$ cat src/rtl/hidden_layer_scheduler.sv
// Purpose: pops active-pixel indices and issues one weight read per hidden neuron, steering read data into accumulators.
// Latency: NUM_NEURONS+1 cycles per valid index; accEnable trails weightRead by MEM_LATENCY cycles; done MEM_LATENCY cycles after the queue drains.
// Backpressure: pops only when queueEmpty=0, never on consecutive cycles; layerDone holds until layerAck.
module hidden_layer_scheduler #(
    parameter int INPUT_COUNT = 784,
    parameter int NUM_NEURONS = 16,
    parameter int INDEX_W     = 10,
    parameter int ADDR_W      = 14,
    parameter int MEM_LATENCY = 2,
    localparam int NEURON_W   = (NUM_NEURONS > 1) ? $clog2(NUM_NEURONS) : 1,
    localparam int DRAIN_W    = $clog2(MEM_LATENCY + 1)
) (
    input  logic                clk,
    input  logic                reset,
    input  logic                inputsReady,
    input  logic                queueEmpty,
    input  logic [INDEX_W-1:0]  indexIn,
    output logic                dequeue,
    output logic                weightRead,
    output logic [ADDR_W-1:0]   weightAddr,
    output logic                accClear,
    output logic                accEnable,
    output logic [NEURON_W-1:0] accNeuron,
    output logic                layerDone,
    input  logic                layerAck,
    output logic                indexError
);

    typedef enum logic [2:0] {IDLE, FETCH, ISSUE, DRAIN, DONE} state_t;

    state_t               state;
    state_t               nextState;
    logic [INDEX_W-1:0]   curIndex;
    logic [NEURON_W-1:0]  neuron;
    logic [DRAIN_W-1:0]   drainCnt;
    // After popping an out-of-range index we sit out one cycle so the queue
    // is never popped on two consecutive cycles.
    logic                 popGap;
    logic                 indexBad;
    logic                 fetchValid;
    logic                 lastNeuron;
    logic [MEM_LATENCY-1:0] rdPipe;
    logic [NEURON_W-1:0]  nrPipe [MEM_LATENCY];

    assign indexBad   = ({{(32-INDEX_W){1'b0}}, indexIn} >= 32'(INPUT_COUNT));
    assign fetchValid = (state == FETCH) && !popGap && !queueEmpty;
    assign lastNeuron = (neuron == NEURON_W'(NUM_NEURONS - 1));

    // State register
    always_ff @(posedge clk or posedge reset) begin
        if (reset) begin
            state <= IDLE;
        end else begin
            state <= nextState;
        end
    end

    // Next-state decision
    always_comb begin
        nextState = state;
        case (state)
            IDLE:  if (inputsReady) nextState = FETCH;
            FETCH: begin
                if (popGap) begin
                    nextState = FETCH;
                end else if (queueEmpty) begin
                    nextState = DRAIN;
                end else if (!indexBad) begin
                    nextState = ISSUE;
                end
            end
            ISSUE: if (lastNeuron) nextState = FETCH;
            DRAIN: if (drainCnt == DRAIN_W'(MEM_LATENCY - 1)) nextState = DONE;
            DONE:  if (layerAck) nextState = IDLE;
            default: nextState = IDLE;
        endcase
    end

    // Outputs decoded from state; accClear is masked while reset is held
    always_comb begin
        dequeue    = fetchValid;
        weightRead = (state == ISSUE);
        weightAddr = '0;
        if (state == ISSUE) begin
            weightAddr = ADDR_W'(curIndex) * ADDR_W'(NUM_NEURONS) + ADDR_W'(neuron);
        end
        accClear   = (state == IDLE) && inputsReady && !reset;
        layerDone  = (state == DONE);
        accEnable  = rdPipe[MEM_LATENCY-1];
        accNeuron  = nrPipe[MEM_LATENCY-1];
    end

    // Index latch, neuron/drain counters, pop spacing and sticky error flag
    always_ff @(posedge clk or posedge reset) begin
        if (reset) begin
            curIndex   <= '0;
            neuron     <= '0;
            drainCnt   <= '0;
            popGap     <= 1'b0;
            indexError <= 1'b0;
        end else begin
            if (fetchValid) begin
                curIndex <= indexIn;
            end
            if (state == ISSUE) begin
                neuron <= lastNeuron ? '0 : neuron + 1'b1;
            end else begin
                neuron <= '0;
            end
            drainCnt   <= (state == DRAIN) ? drainCnt + 1'b1 : '0;
            popGap     <= fetchValid && indexBad;
            indexError <= indexError | (fetchValid && indexBad);
        end
    end

    // Delay read strobe and neuron number to line up with the memory data
    always_ff @(posedge clk or posedge reset) begin
        if (reset) begin
            rdPipe <= '0;
            for (int i = 0; i < MEM_LATENCY; i++) begin
                nrPipe[i] <= '0;
            end
        end else begin
            rdPipe[0] <= (state == ISSUE);
            nrPipe[0] <= neuron;
            for (int i = 1; i < MEM_LATENCY; i++) begin
                rdPipe[i] <= rdPipe[i-1];
                nrPipe[i] <= nrPipe[i-1];
            end
        end
    end

endmodule

$ cat config.mk
export PLATFORM = sky130hd
export DESIGN_NAME = hidden_layer_scheduler
export DESIGN_NICKNAME = d
export VERILOG_FILES = /design/src/rtl/hidden_layer_scheduler.sv
export SDC_FILE = /design/constraint.sdc
export NUM_CORES = 1
export LEC_CHECK = 0
export CORE_AREA = 8 8 58 60
export DETAILED_ROUTE_END_ITERATION = 12
export DIE_AREA = 0 0 66 68
export DONT_BUFFER_PORTS = 1
export GPL_TIMING_DRIVEN = 0
export PLACE_DENSITY_LB_ADDON = 0.3
export SYNTH_ARGS = -nofsm -noshare
export SYNTH_HDL_FRONTEND = slang
export SYNTH_SLANG_ARGS = --single-unit
export TNS_END_PERCENT = 1
$ cat constraint.sdc
create_clock -name clk -period 2.2 [get_ports clk]
set_input_delay 0 -clock clk [delete_from_list [all_inputs] [get_ports clk]]
set_output_delay 0 -clock clk [all_outputs]
set_load 0.02 [all_outputs]
==> metrics.md <==
| Metric | Value |
|---|---|
| Run status | `complete, no violations` |
| CTS Root Cell | `clkbuf_4` |
| FF-to-FF path depth | `3` |
| Gpl congestion | `0.7123` |
| H-tree depth | `2` |
| Yosys reg bits | `31` |
| Initial antenna violation count | `0` |
| Post-synth EDFFs | `0` |
| DIE WIDTH | `66 um` |
| Setup Skew | `14.04 ps` |
| Setup Viol. Count Final | `0` |
| Top Metal Used | `met4` |
| Top cell type's share of synthesized area | `0.5905` |
| Gr usage total | `0.1245` |
| Synthesized area | `1314 um^2` |
| Clk sink count | `31` |
| Reg clk slew, reported paths | `100 ps` |
| CP max FO | `8` |
| Clock latency on the worst-skew pair | `340 ps` |
| Max Slew Vio Count | `0` |
| Initial core utilization | `0.5117` |
| FFs w/ async S/R, synth | `1.000` |
| M1 WL | `1065 um` |
| Sequential area share after synthesis | `0.5905` |
| Detailed Place HPWL | `1717 um` |
| Final hold viol count | `0` |
| Crit. End Element | `flop` |
| WP data required | `2470 ps` |
| Layout Nets | `137` |
| Max cap viols | `0` |
| Fin util | `0.6150` |
| Crit Path Class | `flop to flop` |
| Post-CTS Setup Bufs | `0` |
| Vias per inst | `5.480` |
| Routed WL per cell | `16.94 um` |
| Maximum clock insertion buffer count | `2` |
| Die footprint | `4488 um^2` |
| Ys Warns | `0` |
| DR iter-0 viols | `0` |
| Startpoint Class | `flop` |
| Share of cells above drive strength 1 | `0.2314` |
| Top_reg_cell synth | `dfrtp_1` |
| Dpl cells | `130` |
| Hold Path Origin | `indexIn[4]` |
| Fmax | `0.4917 GHz` |
| Worst-margin pin slew | `1128 ps` |
| Post-Syn Area per Cell | `13.27 um^2` |
| Worst Hold End | `state[1]` |
| DRC Markers | `0` |
| Vias in the first global route | `883` |
| Hold buffers post-CTS | `14` |
| Min-delay worst type | `input pin to flop` |
| WP data arrival | `2300 ps` |
| Area Growth Syn to Fin | `20.19%` |
| Routed wire length | `2575 um` |
| Cells after synthesis | `99` |
| Yosys cell types | `30` |
| Setup slack at placement | `434.2 ps` |
| Period Utilization, post-route | `0.9243` |
| Largest net degree at the start of global routing | `32` |
| Placement Rows | `19` |
| CTS Buf Count | `5` |
| Pwr Total | `2.134 mW` |
| Non-filler cells in the finished layout | `152` |
| Worst Hold Depth | `3` |
| Diode count | `0` |
| Leading area contributor after synthesis | `dfrtp_1` |
| PortBufs | `0` |
| Worst r2r src | `state[1]` |
| Top cells by area, synth | `dfrtp_1 (59%), mux2_4 (10%), and2_1 (7.1%)` |
| Via count | `833` |
| Setup TNS | `0 ps` |
| Pwr/cell area | `1351 nW/um^2` |
| Peak supply drop | `0.9047 mV` |
| # IOs | `39` |
| Reg2Reg Capture Point | `popGap` |
| Chip height | `68 um` |
| Reg2Reg Setup Slack | `170 ps` |
| First-pass GRT wire length | `4153 um` |
| CTS resizes | `0` |
| Final WS setup | `166.4 ps` |
| Slew headroom | `0.2469` |
| TritonCTS clock tree | `yes` |
| Congestion Overflow GR | `0` |
| Most common cell in the netlist | `dfrtp_1` |
| Leak | `0.7464 nW` |
| RSZ-0062 raised after global routing | `no` |
| Min Clock Period, post-route | `2034 ps` |
| Length of routed met2 wiring | `1246 um` |
| Syn Nets | `116` |
| Synth top cells by count | `dfrtp_1 (31), and2_1 (15), mux2_4 (9)` |
| DR WL met3 | `210 um` |
| Pre-Repair DR Iteration Count | `1` |
| Routed Antenna Nets | `0` |
| Core area | `2567 um^2` |
-- worst max path at each step --
stage	startpoint	endpoint	slack [ps]	depth (start not counted)
finish	state[1]	popGap	170	3
global route	state[1]	weightAddr[12]	110	4
CTS	state[1]	weightAddr[11]	210	4
detailed placement	state[1]	curIndex[1]	430	4
global placement	state[1]	curIndex[4]	440	4
floorplan	state[1]	curIndex[0]	500	4
-- placed cells by master, fill, tap and decap left out, types with 2 or more instances in the layout --
master and count:
ha_1 2, nor2_1 4, nand2_1 3, nor4_1 2
nand3_1 2, clkbuf_4 5, nor3_1 3, dfrtp_1 31
and2_1 15, mux2_4 9, inv_1 5, buf_4 4
dlygate4sd3_1 14
-- cell type report --
class                   count  area [um^2]
plain buffers               6        55.05
clock buffers               6        51.30
clock inverters             2        35.03
fillers                   201        988.4
inverters                   6        22.52
multi-input cells          56        460.4
flip-flops and latches     31        775.7
well taps                  31        38.79
repair buffers             14        140.1
-- registers in the layout, indices dropped and copies added, names as in the netlist --
register / flops
accNeuron: 4
curIndex: 10
drainCnt: 2
indexError: 1
neuron: 4
nrPipe: 4
popGap: 1
rdPipe: 2
state: 3
-- routing by layer --
metal  vias to the layer above  track usage
met5                         -            0
met1                       416       0.1384
met3                         6      0.05074
met2                        29       0.1961
met4                         0      0.08000
li1                        382            -
-- power breakdown --
part	internal [mW]	total, mW	switching [mW]
combinational	0.341	0.756	0.416
clock	0.268	0.465	0.196
sequential	0.769	0.913	0.144
total	1.38	2.13	0.756
-- critical path, cell delays in order (launching register included) --
cell and delay [ps]:
dfrtp_1 470, or4b_4 610, nor4_2 310, dlygate4sd3_1 600
-- kinds of logic after synthesis --
group | Yosys count | share of synthesized area
compound gates | 8 | 0.04858
buf+inv | 12 | 0.05904
fa+ha+maj | 2 | 0.01904
xor+xnor | 1 | 0.006668
mux | 10 | 0.1114
flops | 31 | 0.5905
simple gates | 35 | 0.1648
-- per-stage QoR --
stage	hold slack, ps	area (um^2)
2_1_floorplan	68.91	1314
3_3_place_gp	74.79	1353
3_5_place_dp	73.71	1353
4_1_cts	33.41	1579
5_1_grt	69.76	1579
6_report	54.99	1579
(Power assumes the default switching activity.)
